==> src/rtl/conv_sched_pkg.sv <==
// Shared constants and state encoding for the convolution row scheduler.
package conv_sched_pkg;

  localparam int unsigned STATE_W = 3;
  localparam int unsigned CNT_W   = 16;
  localparam int unsigned PERF_W  = 32;

  typedef enum logic [STATE_W-1:0] {
    S_IDLE    = 3'd0,
    S_LOAD_W  = 3'd1,
    S_FILL    = 3'd2,
    S_COMPUTE = 3'd3,
    S_DRAIN   = 3'd4,
    S_DONE    = 3'd5,
    S_ERR     = 3'd6
  } state_t;

endpackage

==> src/rtl/sched_cycle_counter.sv <==
// Loadable down-counter with a zero flag; times the COMPUTE phase.
module sched_cycle_counter
  import conv_sched_pkg::*;
#(
  parameter int unsigned WIDTH = CNT_W
) (
  input  logic             clk,
  input  logic             reset,
  input  logic             load,
  input  logic             dec,
  input  logic [WIDTH-1:0] load_value,
  output logic             zero_c
);

  logic [WIDTH-1:0] count;

  // Load has priority over decrement; the count never wraps below zero.
  always_ff @(posedge clk or negedge reset) begin
    if (!reset) begin
      count <= '0;
    end else if (load) begin
      count <= load_value;
    end else if (dec && (count != '0)) begin
      count <= count - WIDTH'(1);
    end
  end

  assign zero_c = (count == '0);

endmodule

==> src/rtl/conv_row_scheduler.sv <==
// Layer sequencer: weight load once, then FILL/COMPUTE/DRAIN per output row.
// Optional build macro SCHED_PERF_CNT_EN adds busy_cycles/stall_cycles counters.
module conv_row_scheduler
  import conv_sched_pkg::*;
#(
  parameter int unsigned ARRAY_SIZE    = 9,
  parameter int unsigned DIM_DATA_SIZE = 8,
  parameter int unsigned ADDR_WIDTH    = 20
) (
  input  logic                     clk,
  input  logic                     reset,
  input  logic                     start,
  input  logic                     abort,
  input  logic [DIM_DATA_SIZE-1:0] weight_size,
  input  logic [DIM_DATA_SIZE-1:0] image_height,
  input  logic [DIM_DATA_SIZE-1:0] image_width,
  input  logic [ADDR_WIDTH-1:0]    image_base_address,
  output logic                     weight_load_start,
  input  logic                     weight_load_done,
  output logic                     fill_start,
  output logic [ADDR_WIDTH-1:0]    fill_initial_address,
  input  logic                     fill_completed,
  output logic                     array_enable,
  output logic                     drain_start,
  input  logic                     drain_done,
  output logic                     busy,
  output logic                     done,
  output logic                     config_error,
`ifdef SCHED_PERF_CNT_EN
  output logic [PERF_W-1:0]        busy_cycles,
  output logic [PERF_W-1:0]        stall_cycles,
`endif
  output logic [STATE_W-1:0]       state
);

  localparam int unsigned KK_W = 2 * DIM_DATA_SIZE;

  state_t                   cur_state;
  state_t                   next_state;
  logic [DIM_DATA_SIZE-1:0] img_w;
  logic [DIM_DATA_SIZE-1:0] out_h;
  logic [DIM_DATA_SIZE-1:0] row;
  logic [ADDR_WIDTH-1:0]    row_addr;
  logic [CNT_W-1:0]         compute_len;

  logic [KK_W-1:0]          kk_c;
  logic [DIM_DATA_SIZE-1:0] out_w_c;
  logic [CNT_W-1:0]         len_c;
  logic                     cfg_ok_c;
  logic                     accept_c;
  logic                     last_row_c;
  logic [ADDR_WIDTH-1:0]    addr_step_c;
  logic                     cnt_load_c;
  logic                     cnt_dec_c;
  logic                     cnt_zero_c;

  assign state = cur_state;

  // Configuration checks and derived values from the live inputs.
  always_comb begin
    kk_c        = KK_W'(weight_size) * KK_W'(weight_size);
    out_w_c     = image_width - weight_size + DIM_DATA_SIZE'(1);
    len_c       = CNT_W'(kk_c) + CNT_W'(out_w_c) + CNT_W'(ARRAY_SIZE - 1);
    cfg_ok_c    = (weight_size != '0) && (weight_size <= image_height) &&
                  (weight_size <= image_width) && (32'(kk_c) <= 32'(ARRAY_SIZE));
    accept_c    = (cur_state == S_IDLE) && start && !abort;
    last_row_c  = (row == out_h - DIM_DATA_SIZE'(1));
    addr_step_c = row_addr + ADDR_WIDTH'(img_w);
  end

  // COMPUTE length timer, loaded with L-1 so the state lasts exactly L cycles.
  sched_cycle_counter #(.WIDTH(CNT_W)) u_len_cnt (
    .clk        (clk),
    .reset      (reset),
    .load       (cnt_load_c),
    .dec        (cnt_dec_c),
    .load_value (compute_len - CNT_W'(1)),
    .zero_c     (cnt_zero_c)
  );

  // State register.
  always_ff @(posedge clk or negedge reset) begin
    if (!reset) begin
      cur_state <= S_IDLE;
    end else begin
      cur_state <= next_state;
    end
  end

  // Next-state logic; a done input is ignored while its own start pulse is high.
  always_comb begin
    next_state = cur_state;
    cnt_load_c = 1'b0;
    cnt_dec_c  = 1'b0;
    if (abort) begin
      next_state = S_IDLE;
    end else begin
      case (cur_state)
        S_IDLE:    if (start) next_state = cfg_ok_c ? S_LOAD_W : S_ERR;
        S_LOAD_W:  if (!weight_load_start && weight_load_done) next_state = S_FILL;
        S_FILL: begin
          if (!fill_start && fill_completed) begin
            next_state = S_COMPUTE;
            cnt_load_c = 1'b1;
          end
        end
        S_COMPUTE: begin
          if (cnt_zero_c) next_state = S_DRAIN;
          else            cnt_dec_c  = 1'b1;
        end
        S_DRAIN: begin
          if (!drain_start && drain_done) next_state = last_row_c ? S_DONE : S_FILL;
        end
        S_DONE:    next_state = S_IDLE;
        S_ERR:     next_state = S_IDLE;
        default:   next_state = S_IDLE;
      endcase
    end
  end

  // Registered control outputs, aligned with the state they belong to.
  always_ff @(posedge clk or negedge reset) begin
    if (!reset) begin
      weight_load_start <= 1'b0;
      fill_start        <= 1'b0;
      drain_start       <= 1'b0;
      array_enable      <= 1'b0;
      busy              <= 1'b0;
      done              <= 1'b0;
    end else begin
      weight_load_start <= (next_state == S_LOAD_W) && (cur_state != S_LOAD_W);
      fill_start        <= (next_state == S_FILL)   && (cur_state != S_FILL);
      drain_start       <= (next_state == S_DRAIN)  && (cur_state != S_DRAIN);
      array_enable      <= (next_state == S_COMPUTE);
      busy              <= (next_state != S_IDLE);
      done              <= (next_state == S_DONE) || (next_state == S_ERR);
    end
  end

  // Latched layer configuration, row/address accumulator and error flag.
  always_ff @(posedge clk or negedge reset) begin
    if (!reset) begin
      img_w                <= '0;
      out_h                <= '0;
      compute_len          <= '0;
      row                  <= '0;
      row_addr             <= '0;
      config_error         <= 1'b0;
      fill_initial_address <= '0;
    end else begin
      if (accept_c) begin
        img_w        <= image_width;
        out_h        <= image_height - weight_size + DIM_DATA_SIZE'(1);
        compute_len  <= len_c;
        row          <= '0;
        row_addr     <= image_base_address;
        config_error <= !cfg_ok_c;
      end
      if ((cur_state == S_DRAIN) && (next_state == S_FILL)) begin
        row      <= row + DIM_DATA_SIZE'(1);
        row_addr <= addr_step_c;
      end
      if ((next_state == S_FILL) && (cur_state != S_FILL)) begin
        fill_initial_address <= (cur_state == S_DRAIN) ? addr_step_c : row_addr;
      end
    end
  end

`ifdef SCHED_PERF_CNT_EN
  logic stall_c;

  // Waiting cycles in handshake states, excluding each state's pulse cycle.
  always_comb begin
    stall_c = ((cur_state == S_LOAD_W) && !weight_load_start) ||
              ((cur_state == S_FILL)   && !fill_start) ||
              ((cur_state == S_DRAIN)  && !drain_start);
  end

  // Saturating performance counters, cleared by an accepted start.
  always_ff @(posedge clk or negedge reset) begin
    if (!reset) begin
      busy_cycles  <= '0;
      stall_cycles <= '0;
    end else if (accept_c) begin
      busy_cycles  <= '0;
      stall_cycles <= '0;
    end else begin
      if (busy && (busy_cycles != '1))     busy_cycles  <= busy_cycles + PERF_W'(1);
      if (stall_c && (stall_cycles != '1)) stall_cycles <= stall_cycles + PERF_W'(1);
    end
  end
`endif

endmodule

==> config.mk <==
export PLATFORM = sky130hd
export DESIGN_NAME = conv_row_scheduler
export DESIGN_NICKNAME = d
export VERILOG_FILES = /design/src/rtl/conv_sched_pkg.sv /design/src/rtl/sched_cycle_counter.sv /design/src/rtl/conv_row_scheduler.sv
export SDC_FILE = /design/constraint.sdc
export NUM_CORES = 1
export LEC_CHECK = 0
export CORE_MARGIN = 1
export CORE_UTILIZATION = 35
export CTS_BUF_LIST = sky130_fd_sc_hd__clkbuf_8
export CTS_CLUSTER_DIAMETER = 80
export DETAILED_ROUTE_END_ITERATION = 7
export PLACE_DENSITY_LB_ADDON = 0.08
export SLEW_MARGIN = 5
export SYNTH_ARGS = -nofsm -noshare
export SYNTH_HDL_FRONTEND = slang
export SYNTH_HIERARCHICAL = 1
export SYNTH_SLANG_ARGS = --single-unit
export TNS_END_PERCENT = 10
==> constraint.sdc <==
create_clock -name clk -period 2.8 [get_ports clk]
set_input_delay 0.28 -clock clk [delete_from_list [all_inputs] [get_ports clk]]
set_output_delay 0.28 -clock clk [all_outputs]
set_load 0.01 [all_outputs]
==> summary.md, run 1 <==
| Metric | Value |
|---|---|
| Critical path type | primary input to register |
| Net Switching | 4910 uW |
| Critical Path AT | 4850 ps |
| Die Ht | ~160 um |
| Area growth from synthesis to layout | 37.3% |
| Hold Fails Final Rpt | 0 |
| # diodes | 0 |
| Total number of clock tree sinks | roughly 110 |
| Final ANT Viol Nets | 0 |
| Total GRT Usage | 19.1% |
| Int Pwr | 6640 uW |
| Hold depth | 3 |
| Peak supply drop | 421 uV |
| Leak | slightly below 0.006 uW |
| Failing checks | setup timing |
| Largest area contributor in the netlist | dfrtp_1 |
| CTS tree | yes |
| Grt total ovfl | 0 |
| Async set or reset register ratio after synthesis | 100% |
| Setup violations, final | 21 |
| Hold Startpoint | image_width[1] |
| Max_cap viols | 0 |
| Routed WL per cell | 14.8 um |
| Sequential share of power | 24.3% |
| Post-Synthesis Cells | 1083 |
| Startpoint types | primary input |
| Power Density | 914 nW/um^2 |
| WHS Endpoint | img_w[1]$_DFFE_PN0P_ |
| Port buffer count | 80 |
| Clock power frac | 9.2% |
| Min-Delay Path Class | primary input to register |
| Ys flop type | dfrtp_1 |
| Cell with the most instances after synthesis | nand2_1 |
| TritonCTS Buffers | 9 |
| Sequential-to-total area share from yosys stat | 28.8% |
| Clock Tree Buf Depth | 2 |
| Placed Area | 11800 sq um |
| Vias in the first global route | approximately 8.2k |
| Setup ws final | -1790 ps |
| Pre-CTS setup slack | -2950 ps |
| Drt first pass iters | 5 |
| Top cell type's share of synthesized area | 28.8% |
| Gate power share | 66.6% |
| Crit path time final | 4590 ps |
| Worst Reg-to-Reg Cells | 10 |
| FF-to-FF setup slack | 30 ps |
| Synthesis-stage register bit count | 106 |
| Share of layout cells above drive strength 1 | roughly a quarter |
| Finished Cell Area | 12600 sq um |
| Worst-margin pin slew | just under 700 ps |
| Synth cell count leaders | nand2_1 (117), dfrtp_1 (106), nor2_1 (99) |
| Largest net degree at the start of global routing | 46 |
| # DRC | 0 |
| Hpwl dp | between 15000 and 20000 um |
| Starting Density | between 30% and 40% |
| Net Sw Frac | 42.5% |
| Top Ports | slightly above 80 |
| Status | complete, but fails checks |
| Mapped Area | 9210 sq um |
| Reg2reg end | u_len_cnt/count[11]$_DFFE_PN0P_ |
| Final worst path period share | 164% |
| EDFF count, synth | 0 |
| H-tree Lvls | 3 |
| Netlist cell types | 77 |
| RSZ-0062 raised after global routing | yes |
| Final wirelength | around 25000 um |
| Clk root buf | clkbuf_8 |
| Syn nets | between 1k and 1.5k |
| GP Congestion | 0.843 |
| Fill cell count | 2454 |
| Nets | 1519 |
| Rows | between 50 and 60 |
| Yosys warns | 6 |
| Initial antenna violation count | 0 |
| First-pass GRT wire length | 41300 um |
| Core area | roughly 25000 sq um |
| Latest clock arrival within the worst-skew pair | 390 ps |
| Crit path max fanout | 5 |
| Worst EP required | 3060 ps |
| Die width | 164 um |
| Relative slew margins | 54.8% |
| Slew Limit Fails | 0 |
| Synth area leaders | dfrtp_1 (29%), ha_1 (13%), fa_1 (6.1%) |
| Drt initial violations | between 400 and 500 |
| FF-to-FF Start | u_len_cnt/count[1]$_DFFE_PN0P_ |
| Clk slew on worst S/H paths | 120 ps |
| Vias | roughly 8.3k |
| CP endpoint kind | register |
| Avg Inst Size Synth | 8.50 sq um |
| Vias per inst | 4.94 |
| Worst Skew | about 13 ps |
| F_max | 218 MHz |
| DIE AREA | approximately 27000 sq um |
[area by class of cell]
type / instances / area, sq um / area share (%)
inverter: 93 / 368 / 2.91
clock buffer: 9 / 124 / 0.980
timing repair buffer: 288 / 2460 / 19.5
sequential: 106 / 2650 / 21.0
multi-input combinational: 845 / 6530 / 51.7
tap: 330 / 413 / 3.27
clock inverter: 7 / 88.8 / 0.703
[sequential cells by signal, summed over array words and instances (netlist names), 3 cells and up]
name                  count
row_addr                 20
row                       8
u_len_cnt/count          16
compute_len              16
fill_initial_address     20
img_w                     8
state                     3
out_h                     8
[critical path: stages]
cell and delay [ps]:
buf_6 110, buf_6 120, and2_4 160, fa_2 430
fa_2 580, inv_2 40, fa_2 410, fa_1 530
inv_2 50, ha_4 160, buf_6 120, o211ai_1 320
buf_4 190, a2bb2oi_4 50, a21boi_2 150, o311ai_2 340
o21ai_2 120, nor4_4 200, buf_6 180, buf_6 100
nand2b_4 130, a21oi_1 70
[timing repair]
item	CTS	global route
cloned	0	0
hold endpoints to repair	42	0
resized for setup	128	42
hold buffers	1	0
setup endpoints to repair	42	46
pin swaps	63	37
buffers inserted	13	6
[worst max path at each step]
stage	start	endpoint	slack, ps
floorplan	weight_size[1]	compute_len[14]$_DFFE_PN0P_	-2190
global placement	weight_size[2]	compute_len[14]$_DFFE_PN0P_	-2880
detailed placement	weight_size[2]	compute_len[14]$_DFFE_PN0P_	-2950
CTS	weight_size[3]	compute_len[14]$_DFFE_PN0P_	-1830
global route	weight_size[5]	drain_start$_DFF_PN0_	-1930
finish	weight_size[1]	drain_start$_DFF_PN0_	-1790
[cell families (layout without fill, tap and decap cells)]
family	after synthesis	after routing	synth area share (%)
and+or+nand+nor	378	378	20.0
AOI/OAI and AO/OA	256	256	17.9
buffers and inverters	132	397	5.55
adders and majority gates	125	125	19.3
DFF	106	106	28.8
xor gates and xnor gates	77	77	7.41
muxes	9	9	1.01
[power groups by stage]
| stage | Combinational [uW] | Sequential [uW] | Clock (uW) |
|---|---|---|---|
| 2_1_floorplan | 4330 | 2780 | 0 |
| 4_1_cts | 7500 | 2800 | 1100 |
| 3_5_place_dp | 6880 | 2830 | 0 |
| 3_3_place_gp | 6810 | 2820 | 0 |
| 6_report | 7690 | 2800 | 1060 |
| 5_1_grt | 8580 | 2910 | 1150 |
[through the flow]
step,total power (uW),hold WS [ps],utilization [%],setup TNS [ps],std cells
3_5_place_dp,9700,339,46.2,-55600,1642
4_1_cts,11400,447,48.8,-28590,1672
2_1_floorplan,7100,-15.6,-,-36530,1083
3_3_place_gp,9630,339,46.2,-54780,1642
6_report,11600,208,49.6,-29210,1678
5_1_grt,12600,254,49.6,-32360,1678
[cell usage in the layout (no fill, tap or decap), drive strengths merged, types with 11 or more instances in the layout]
cell type / netlist / layout
a21o: 15 / 15
and3: 11 / 11
a31oi: 16 / 16
o211ai: 11 / 11
nor4: 11 / 11
a21oi: 69 / 69
nand2: 117 / 117
dfrtp: 106 / 106
and2: 23 / 23
nand3: 25 / 25
o21ai: 75 / 75
inv: 93 / 94
fa: 28 / 28
clkdlybuf4s50: 0 / 70
or4: 11 / 11
xnor2: 47 / 47
nor2: 99 / 99
buf: 10 / 216
ha: 97 / 97
nor3: 29 / 29
xor2: 30 / 30
[routing by layer]
layer  vias up  wire length, um  global-route usage (%)
li1       4284                -                       -
met1      3897            12700                    27.7
met2       103            11400                    30.7
met3         8              671                    2.47
met4         0              129                    2.82
met5         -                0                       0
(Power assumes the default switching activity.)
==> run 2, diff against run 1 <==
Settings changed: SLEW_MARGIN 5 to 0.
==> results of run 2 <==
No change in the layout: final DEF, timing and power equal those of run 1.
==> run 3, diff against run 2 <==
Settings changed: CAP_MARGIN from default to 20.
==> results of run 3 <==
No change in the layout: final DEF, timing and power equal those of run 1.
